--- config.mk ---
export PLATFORM = sky130hd
export DESIGN_NAME = apb_master_bridge
export DESIGN_NICKNAME = d
export VERILOG_FILES = /design/src/rtl/apb_master_bridge.sv
export SDC_FILE = /design/constraint.sdc
export NUM_CORES = 1
export LEC_CHECK = 0
export ABC_CLOCK_PERIOD_IN_PS = 2270
export CORE_AREA = 2 2 109 111
export CTS_CLUSTER_SIZE = 8
export DETAILED_ROUTE_END_ITERATION = 12
export DIE_AREA = 0 0 111 113
export PLACE_DENSITY = 0.77
export SYNTH_ARGS = -nofsm -noshare
export SYNTH_HDL_FRONTEND = slang
export SYNTH_SLANG_ARGS = --single-unit
--- constraint.sdc ---
create_clock -name apb_clk_in -period 2.27 [get_ports apb_clk_in]
set_input_delay 0.454 -clock apb_clk_in [delete_from_list [all_inputs] [get_ports apb_clk_in]]
set_output_delay 0.454 -clock apb_clk_in [all_outputs]
set_load 0.01 [all_outputs]
--- src/rtl/apb_master_bridge.sv ---
// Single-outstanding APB initiator: a valid/ready command becomes one APB
// SETUP/ACCESS transfer whose status comes back on a valid/ready response.
module apb_master_bridge #(
  parameter int APB_DATA_WIDTH = 32,
  parameter int APB_ADDR_WIDTH = 32,
  parameter int TIMEOUT_CYCLES = 16
) (
  input  logic                        apb_clk_in,
  input  logic                        apb_rstn_in,
  // Handshakes: a beat transfers on a rising edge where valid and ready are
  // both high; valid never waits on ready, and payload is held while
  // valid is high and ready is low.
  input  logic                        cmd_valid_in,
  output logic                        cmd_ready_out,
  input  logic [APB_ADDR_WIDTH-1:0]   cmd_addr_in,
  input  logic                        cmd_write_in,
  input  logic [APB_DATA_WIDTH-1:0]   cmd_wdata_in,
  input  logic [APB_DATA_WIDTH/8-1:0] cmd_strb_in,
  output logic                        rsp_valid_out,
  input  logic                        rsp_ready_in,
  output logic [APB_DATA_WIDTH-1:0]   rsp_rdata_out,
  output logic                        rsp_err_out,
  output logic                        rsp_timeout_out,
  output logic [APB_ADDR_WIDTH-1:0]   apb_addr_out,
  output logic                        apb_write_out,
  output logic [APB_DATA_WIDTH-1:0]   apb_wdata_out,
  output logic [APB_DATA_WIDTH/8-1:0] apb_strb_out,
  output logic                        apb_psel_out,
  output logic                        apb_penable_out,
  input  logic [APB_DATA_WIDTH-1:0]   apb_rdata_in,
  input  logic                        apb_ready_in,
  input  logic                        apb_slverr_in
);

  localparam int CNT_W = (TIMEOUT_CYCLES > 0) ? $clog2(TIMEOUT_CYCLES + 1) : 1;
  localparam logic [CNT_W-1:0] TO_LIMIT = CNT_W'(TIMEOUT_CYCLES);
  localparam logic [CNT_W-1:0] CNT_MAX  = '1;
  localparam logic             TO_EN    = (TIMEOUT_CYCLES > 0);

  typedef enum logic [3:0] {
    IDLE   = 4'b0001,
    SETUP  = 4'b0010,
    ACCESS = 4'b0100,
    RESP   = 4'b1000
  } state_t;

  state_t           state;
  state_t           state_next;
  logic [CNT_W-1:0] acc_cnt;
  logic             cmd_fire;
  logic             rsp_fire;
  logic             ready_hit;
  logic             timeout_hit;

  // cmd_ready_out is high only while in IDLE, so a fire implies IDLE.
  assign cmd_fire    = cmd_ready_out & cmd_valid_in;
  assign rsp_fire    = rsp_valid_out & rsp_ready_in;
  assign ready_hit   = (state == ACCESS) & apb_ready_in;
  assign timeout_hit = (state == ACCESS) & ~apb_ready_in & TO_EN & (acc_cnt == TO_LIMIT);

  always_ff @(posedge apb_clk_in or negedge apb_rstn_in) begin
    if (!apb_rstn_in) begin
      state <= IDLE;
    end else begin
      state <= state_next;
    end
  end

  always_comb begin
    state_next = state;
    case (state)
      IDLE:    if (cmd_fire) state_next = SETUP;
      SETUP:   state_next = ACCESS;
      ACCESS:  if (ready_hit || timeout_hit) state_next = RESP;
      RESP:    if (rsp_fire) state_next = IDLE;
      default: state_next = IDLE;
    endcase
  end

  // Handshake and APB strobes are registered from the next state so that
  // every output is low during reset and cmd_ready rises one clock later.
  always_ff @(posedge apb_clk_in or negedge apb_rstn_in) begin
    if (!apb_rstn_in) begin
      cmd_ready_out   <= 1'b0;
      apb_psel_out    <= 1'b0;
      apb_penable_out <= 1'b0;
      rsp_valid_out   <= 1'b0;
    end else begin
      cmd_ready_out   <= (state_next == IDLE);
      apb_psel_out    <= (state_next == SETUP) || (state_next == ACCESS);
      apb_penable_out <= (state_next == ACCESS);
      rsp_valid_out   <= (state_next == RESP);
    end
  end

  // Access counter: 1 in the first ACCESS cycle, saturating.
  always_ff @(posedge apb_clk_in or negedge apb_rstn_in) begin
    if (!apb_rstn_in) begin
      acc_cnt <= '0;
    end else if (state == SETUP) begin
      acc_cnt <= CNT_W'(1);
    end else if ((state == ACCESS) && (acc_cnt != CNT_MAX)) begin
      acc_cnt <= acc_cnt + CNT_W'(1);
    end
  end

  always_ff @(posedge apb_clk_in or negedge apb_rstn_in) begin
    if (!apb_rstn_in) begin
      apb_addr_out  <= '0;
      apb_write_out <= 1'b0;
      apb_wdata_out <= '0;
      apb_strb_out  <= '0;
    end else if (cmd_fire) begin
      apb_addr_out  <= cmd_addr_in;
      apb_write_out <= cmd_write_in;
      apb_wdata_out <= cmd_write_in ? cmd_wdata_in : '0;
      apb_strb_out  <= cmd_write_in ? cmd_strb_in : '0;
    end
  end

  // PREADY is checked first so it wins over a simultaneous timeout.
  always_ff @(posedge apb_clk_in or negedge apb_rstn_in) begin
    if (!apb_rstn_in) begin
      rsp_rdata_out   <= '0;
      rsp_err_out     <= 1'b0;
      rsp_timeout_out <= 1'b0;
    end else if (ready_hit) begin
      rsp_rdata_out   <= apb_write_out ? '0 : apb_rdata_in;
      rsp_err_out     <= apb_slverr_in;
      rsp_timeout_out <= 1'b0;
    end else if (timeout_hit) begin
      rsp_rdata_out   <= '0;
      rsp_err_out     <= 1'b1;
      rsp_timeout_out <= 1'b1;
    end
  end

endmodule

==> run summary <==
Avg Vias per Cell -> 5.001
footprint of the multi-input gates -> 1483 µm²
setup TNS -> 0 ps
Top Family by Delay on Critical Path -> simple AND/OR/NAND/NOR gates
Die Span Y -> 113 µm
Clock Path Buffers -> 2
Ports -> 214
post-synth top area cell -> dfrtp_1
fill count -> 905
fmax -> 0.5222 GHz
Max Slew Vio Count -> 0
WHS -> 92.55 ps
PD cells -> 1186 nW/µm²
count of final setup violators -> 0
Critical path buffers and inverters -> 1
Hold Crit Class -> input port to async pin
Overall Global Routing Usage -> 19.72%
RSZ-0062 raised after global routing -> false
crit path launch type -> register
FF/Latch Area -> 2904 µm²
CP max FO -> 32
drt drc -> 0
root buffer cell -> clkbuf_16
clk_lat worst skew -> 410 ps
status -> finished clean
Ant. Diodes -> 0
Max-slew headroom -> 55.97%
CP Cell Sequence -> or4b_1 -> nor3b_4 -> buf_12 -> a22o_2
Starting Density -> 40.12%
CTS Hold Bufs -> 0
layout cells sized above 1 -> 18.14%
CP max stage delay -> 730 ps
critical path arrival -> 2260 ps
Num CTS Buffers -> 17
MaxCap Viol Count -> 0
CTS tree -> yes
# resized after CTS -> 0
Detail Route Antenna Nets -> 0
Lkg Pwr -> 3.218 nW
Critical Path Sink Type -> register
post-CTS setup buffers -> 0
Post-Syn Nets -> 474
Slew @ Worst Pin -> 660.4 ps
global-route wire length before repair -> 19.43 mm
vias in the first global route -> 3935
die area -> 12540 µm²
total gr overflow -> 0
pin count of the biggest net entering global routing -> 117
sequential share of the synthesized area -> 64.22%
maximum VDD drop -> 0.6615 mV
clk_skew -> 5.968 ps
share of Yosys cell area claimed by the top area cell type -> 63.64%
hpwl dp -> 8.135 mm
Syn Inst Count -> 364
top cells by area, synth -> dfrtp_1 (64%), mux2_2 (8.5%), a22o_2 (6.9%), nand2_1 (6.4%), o21ai_0 (4.5%)
slowest library cell on the worst path -> or4b_1
H-tree depth -> 4
critical path class -> register to register
Critical Path RT -> 2610 ps
Chip Width -> 111 µm
mapped cell area -> 4522 µm²
Final Critical Period -> 1915 ps
Via Count -> 3666
Final Hold Viols -> 0
routed wire length -> 11.90 mm
CORE AREA -> 11270 µm²
GP Congestion -> 0.7868
Final period util -> 84.36%
Clock Pin Slew Worst Setup and Hold Paths -> 50 ps
initial antenna violation count -> 0
Rows -> 39
Synth cell types -> 36
average wire per standard cell -> 16.23 µm
CTS sink cnt -> 116
final net count -> 689
PortBufs -> 213
syn avg cell area -> 12.42 µm²
DRT Pass-1 Iters -> 4
Area Overhead vs Synth -> 63.03%
YS warnings -> 0
Synth Register Bits -> 116
DR iter-0 viols -> 243
==> cell usage after synthesis <==
cell type / number
o21a_1: 1
or2b_1: 1
nor3b_1: 1
o21ai_1: 1
a22o_1: 1
inv_1: 8
a21oi_1: 1
and3_1: 1
nor3_1: 1
o21ai_0: 41
ha_1: 3
a211oi_1: 3
nand2b_1: 1
nand3_1: 1
a22oi_1: 1
clkbuf_1: 17
mux2i_1: 1
o211ai_1: 3
nor4b_1: 1
or4b_2: 1
or4_1: 1
a22o_2: 31
o311ai_0: 1
nor3b_4: 1
o31ai_1: 1
or2_2: 1
buf_1: 2
nor2b_1: 2
nor4bb_1: 1
nand2_1: 77
dfstp_2: 1
mux2_2: 34
dfrtp_1: 115
o31a_2: 2
or4b_1: 1
buf_6: 4
==> where the power goes <==
group          switching (mW)  leakage, nW  total [mW]  internal (mW)
combinational            1.15         1.48        3.03           1.88
clock                   0.841        0.282        2.50           1.66
sequential              0.425         1.46        3.22           2.79
==> layout by cell type (no fill, tap or decap), types with 2 or more instances in the layout <==
cell type,instances
o31a_2,2
clkbuf_8,6
o211ai_1,3
clkbuf_1,3
clkdlybuf4s50_1,212
clkbuf_16,17
nor2b_1,2
mux2_2,34
clkinv_2,3
buf_4,4
a211oi_1,3
dfrtp_1,115
nand2_1,76
o21ai_0,41
ha_1,3
inv_1,8
a22o_2,31
buf_12,3
==> state kept, by name, summed over array words and instances, names as in the netlist <==
register and cells:
cmd_ready_out 1, rsp_timeout_out 1, rsp_err_out 1, apb_psel_out 1, apb_write_out 1, apb_strb_out 4, apb_penable_out 1, state 4
acc_cnt 5, apb_addr_out 32, rsp_rdata_out 32, rsp_valid_out 1, apb_wdata_out 32
==> stage by stage <==
stage	cells	setup WS (ps)	cell area (µm²)	total power, mW	utilization, %
CTS	733	356.8	7372	8.869	65.40
detailed placement	703	366.9	6808	6.289	60.40
finish	733	354.9	7372	8.744	65.40
floorplan	364	551.9	4522	4.402	-
global placement	703	387.0	6808	6.197	60.40
global route	733	286.8	7372	9.215	65.40
==> layer usage <==
layer	vias up	global-route usage, %	routed length (µm)
li1	1695	-	-
met1	1794	23.02	4760
met2	157	32.31	5847
met3	20	8.141	1041
met4	0	8.500	249
met5	-	0	0
==> path summary, 6_finish.rpt <==
kind / depth (start not counted) / startpoint / slack [ps] / end
max reg2reg: 4 / state[1] / 350 / rsp_rdata_out[14]
max in group asynchronous: 2 / apb_rstn_in / 1640 / state[2]
max: 4 / state[1] / 350 / rsp_rdata_out[14]
min: 2 / apb_rstn_in / 90 / apb_addr_out[22]
min in group apb_clk_in: 2 / apb_wdata_out[3] / 480 / apb_wdata_out[3]
min reg2reg: 2 / apb_wdata_out[3] / 480 / apb_wdata_out[3]
==> logic make-up (layout without fill, tap and decap cells) <==
family	count (synthesis)	count (layout)	share of synthesized area, %
buffers and inverters	31	257	3.237
AOI/OAI and AO/OA	87	87	13.95
DFF	116	116	64.22
adders and majority gates	3	3	0.8302
and+or+nand+nor	92	92	9.076
muxes	35	35	8.689
==> cell type report <==
cell class / count / area share, %
inverter: 8 / 0.4073
multi-input combinational: 217 / 20.11
tap: 143 / 2.427
clock buffer: 26 / 7.043
timing repair buffer: 219 / 30.01
clock inverter: 4 / 0.6110
sequential: 116 / 39.39
(Power assumes the default switching activity.)
==> patch 1: new RTL, same settings <==
Reset style: synchronous (`apb_rstn_in`), changed in 5 clocked blocks.
--- a/src/rtl/apb_master_bridge.sv
+++ b/src/rtl/apb_master_bridge.sv
@@ -60,3 +60,3 @@
 
-  always_ff @(posedge apb_clk_in or negedge apb_rstn_in) begin
+  always_ff @(posedge apb_clk_in) begin
     if (!apb_rstn_in) begin
@@ -81,3 +81,3 @@
   // every output is low during reset and cmd_ready rises one clock later.
-  always_ff @(posedge apb_clk_in or negedge apb_rstn_in) begin
+  always_ff @(posedge apb_clk_in) begin
     if (!apb_rstn_in) begin
@@ -96,3 +96,3 @@
   // Access counter: 1 in the first ACCESS cycle, saturating.
-  always_ff @(posedge apb_clk_in or negedge apb_rstn_in) begin
+  always_ff @(posedge apb_clk_in) begin
     if (!apb_rstn_in) begin
@@ -106,3 +106,3 @@
 
-  always_ff @(posedge apb_clk_in or negedge apb_rstn_in) begin
+  always_ff @(posedge apb_clk_in) begin
     if (!apb_rstn_in) begin
@@ -121,3 +121,3 @@
   // PREADY is checked first so it wins over a simultaneous timeout.
-  always_ff @(posedge apb_clk_in or negedge apb_rstn_in) begin
+  always_ff @(posedge apb_clk_in) begin
     if (!apb_rstn_in) begin
Function: differs if apb_rstn_in is asserted again (counterexample within 4 cycles, from zero or initial values and one cycle with apb_rstn_in low); with apb_rstn_in held inactive, the same outputs for 10 cycles.
==> patch 1 against the original RTL <==
  * Wire length up 9.5%
  * Critical path depth down 3
  * Cell area down 3.0%
  * Die area unchanged
  * Sequential cell count unchanged
  * Area after synthesis down 5.1%
  * Via count up 21%
  * Final cell count up 19%
  * Worst setup slack better by 66 ps
  * Largest cell class unchanged
Power is not compared: it rests on default switching activity, and its combinational part moved more than twofold at a synthesized area within 25%.
==> patch 1: results (changes against the original RTL) <==
Status
  – Status: finished clean

Final layout
  – Share of cells above drive strength 1: 6.840% (-11 points)
  – Non-Clock Buffer Area Fraction: 31.54% (+1.5 points)
  – Clock-cell share: 8.454% (+0.80 points)
  – Multi-input combinational area share: 24.75% (+4.6 points)
  – Non-clock buffer count: 225 (+2.7%)
  – Layout clock buffers: 23 (-12%)
  – Total of fill cells in the finished design: 916 (+1.2%)
  – Cell area after layout: 7148 sq um (-3.0%)

Global routing
  – First-pass GRT wire length: 21.09 mm (+8.6%)
  – Pin count of the biggest net entering global routing: 71 (-39%)
  – GRT Overall Usage: 20.49% (+0.77 points)

Synth
  – Register area share after synthesis: 54.10% (-10 points)
  – Most frequent cell after synthesis: nand2_1
  – Post-synth ARST share: 0% (-100 points)
  – Syn Inst Count: 521 (+43%)
  – Synth Area in Adders: 0.8744% (+0.044 points)
  – Synth Net Count: 631 (+33%)
  – Syn avg cell area: 8.240 sq um (-34%)
  – Post-synthesis mux area share: 0% (-8.7 points)
  – Top cells by area, synth: dfxtp_1 (54%), nand2_1 (12%), a21oi_1 (8.7%), nand4_1 (4.7%), nand3_1 (4.5%)

Route
  – Avg WL per Cell: 14.91 um (-8.2%)
  – Vias per cell: 5.089 (+1.8%)
  – Iter 0 DRT Violations: 293 (+21%)

Critical path
  – Gate family responsible for the most delay along the worst path: buffers and inverters
  – R2R depth: 5 (+1)
  – Critical Path AT: 1400 ps (-860 ps)

Timing
  – Max_slew headroom: 57.72% (+1.7 points)
  – Layout Skew: 15.14 ps (+9.176 ps)

Place
  – GP Congestion: 0.8033 (+2.1%)
  – DP Cell Count: 842 (+20%)
patch 1: cell types whose count changed after synthesis, sizes merged, moves of 7 or more:
cell,before,now
mux2,34,0
nand4,0,32
clkbuf,17,39
a22o,32,1
dfrtp,115,0
nand2,77,136
a21oi,1,75
nand3,1,39
dfxtp,0,116
o21ai,42,35
patch 1: worst paths after layout:
path	end	slack, ps	startpoint
setup / recovery	cmd_ready_out	420	cmd_ready_out
hold / removal	apb_wdata_out[8]	450	apb_wdata_out[8]
setup reg to reg	acc_cnt[3]	480	acc_cnt[0]
hold reg to reg	apb_wdata_out[8]	450	apb_wdata_out[8]
patch 1: per-layer routing:
metal  GRT usage (%)  wire [um]  vias to the layer above
li1                -          -                     2187
met1           23.42       5414                     2069
met2           34.40       6324                      168
met3           8.356       1020                       24
met4           8.167        267                        0
met5               0          0                        -
patch 1: worst register-to-register path, cell delays in order (launching register included):
cell     delay (ps)
dfxtp_1         330
ha_1            220
and3_1          200
ha_1            290
or4_1           530
a21oi_1         150
==> patch 2: new RTL, config.mk and constraints unchanged <==
Without the edit above. The parameter `APB_ADDR_WIDTH` goes from 32 to 36.
--- a/src/rtl/apb_master_bridge.sv
+++ b/src/rtl/apb_master_bridge.sv
@@ -4,3 +4,3 @@
   parameter int APB_DATA_WIDTH = 32,
-  parameter int APB_ADDR_WIDTH = 32,
+  parameter int APB_ADDR_WIDTH = 36,
   parameter int TIMEOUT_CYCLES = 16
Interface: changed (resized apb_addr_out and cmd_addr_in); port bits go from 214 to 222. The function was not compared with the original's and may differ.
==> patch 2 against the original RTL <==
  * Wire length is 5.0% higher
  * Sequential share of layout area increased by 0.26 points
  * Critical path depth unchanged
  * Area after synthesis rose by 3.3%
  * Power is 0.49% higher
  * Non-clock buffer count is 10 higher
  * Worst setup slack improved by 7.1 ps
  * Sequential cell count increased by 4
  * Cell area increased by 2.8%
==> patch 2: results (changes against the original RTL) <==
Status
  – Status: finished clean

Clock tree
  – # resized after CTS: 0 (unchanged)
  – Skew-Pair Late Insertion Delay: ~400 ps

Route
  – Iter 0 DRT Violations: 325 (+34%)
  – TritonRoute pass-1 iters: 6 (+2)
  – Avg WL per Cell: 16.66 um (+2.6%)
  – Via count: 3724 (+1.6%)

Final layout
  – Total of fill cells in the finished design: 814 (-10%)
  – Antenna diode count: 0 (unchanged)
  – Nets: 711 (+3.2%)
  – Share of cells above drive strength 1: 18.29% (+0.15 points)
  – Largest regs: apb_addr_out x36, apb_wdata_out x32, rsp_rdata_out x32
  – Filler-free cell count of the finished design: 750 (+2.3%)
  – Cell area after layout: 7576 sq um (+2.8%)

Pwr
  – Peak supply drop: 917.5 uV (+39%)
  – Clock net power: 0.00232 W (-7%)
  – Combinational group share of total power: 35.8% (+1.2 points)
  – Internal power: 0.006322 W (about the same)
  – Power consumption: 0.008787 W (+0.49%)
  – LEAKAGE: 3.303 nW (+2.6%)

Place
  – Buffers on Ports: 221 (+3.8%)
  – Pre-CTS WS: 355.6 ps (-11.30 ps)
  – Dpl cell area: 7061 sq um (+3.7%)
  – Detailed Place HPWL: 8.739 mm (+7.4%)
  – DP Cell Count: 721 (+2.6%)
  – GP Congestion: 0.8009 (+1.8%)

Synth
  – Synth Area in Adders: 0.8036% (-0.026 points)
  – Syn avg cell area: 12.52 sq um (+0.80%)
  – Synth Net Count: 487 (+2.7%)
  – Top cells by area, synth: dfrtp_1 (64%), mux2_2 (9.2%), a22o_2 (6.6%), nand2_1 (6.2%), o21ai_0 (4.4%)
  – Post-synth top cells: dfrtp_1 (119), nand2_1 (77), o21ai_0 (41)
  – Register area share after synthesis: 64.32% (+0.096 points)
  – Post-synthesis mux area share: 9.376% (+0.69 points)
  – Compound-Gate Fraction of Synth Area: 13.50% (-0.44 points)

Timing
  – Max_slew headroom: 63.51% (+7.5 points)
  – Layout Skew: 8.141 ps (+2.173 ps)
  – Hold slack: 18.27 ps (-74.28 ps)
  – Fin crit share: 84.05% (-0.31 points)

Global routing
  – First-pass GRT wire length: 20.23 mm (+4.1%)
  – Pin count of the biggest net entering global routing: 110 (-6.0%)
  – Vias in the first global route: 3882 (-1.3%)
  – GRT Overall Usage: 20.60% (+0.88 points)
  – Initial antenna violation count: 0 (unchanged)

Critical path
  – Critical Path AT: 2250 ps
  – Critical path origin: state[1]
  – Reg2reg end: rsp_rdata_out[7]

Job
  – Max-cap violations: 0 (unchanged)
==> patch 2: changes by cell type in the layout (fill, tap and decap cells not counted), sizes merged <==
| cell | unedited run | this run |
|---|---|---|
| bufinv | 1 | 0 |
| clkbuf | 26 | 25 |
| clkdlybuf4s50 | 212 | 220 |
| dfrtp | 115 | 119 |
| buf | 7 | 9 |
| mux2 | 34 | 38 |
| clkinv | 3 | 4 |
==> patch 2: layout make-up <==
cell class	count	area share (%)
multi-input cells	221	20.17
clock buffers	25	6.540
inverters	8	0.3964
clock inverters	4	0.2642
well taps	143	2.362
repair buffers	229	30.62
flip-flops and latches	120	39.65
==> patch 2: metal layers <==
layer  vias to the layer above  part of all wire [%]  GRT usage [%]
met5                         -                     0              0
met4                         0                   1.1          7.917
met3                        14                   7.7          8.195
met2                       156                    50          33.62
met1                      1806                    41          24.78
li1                       1748                     -              -
==> patch 2: worst max-delay path, cell delays in order (launching register included) <==
cell and delay (ps):
dfrtp_1 440, or4b_1 730, nor3b_4 280, buf_12 220, a22o_2 170
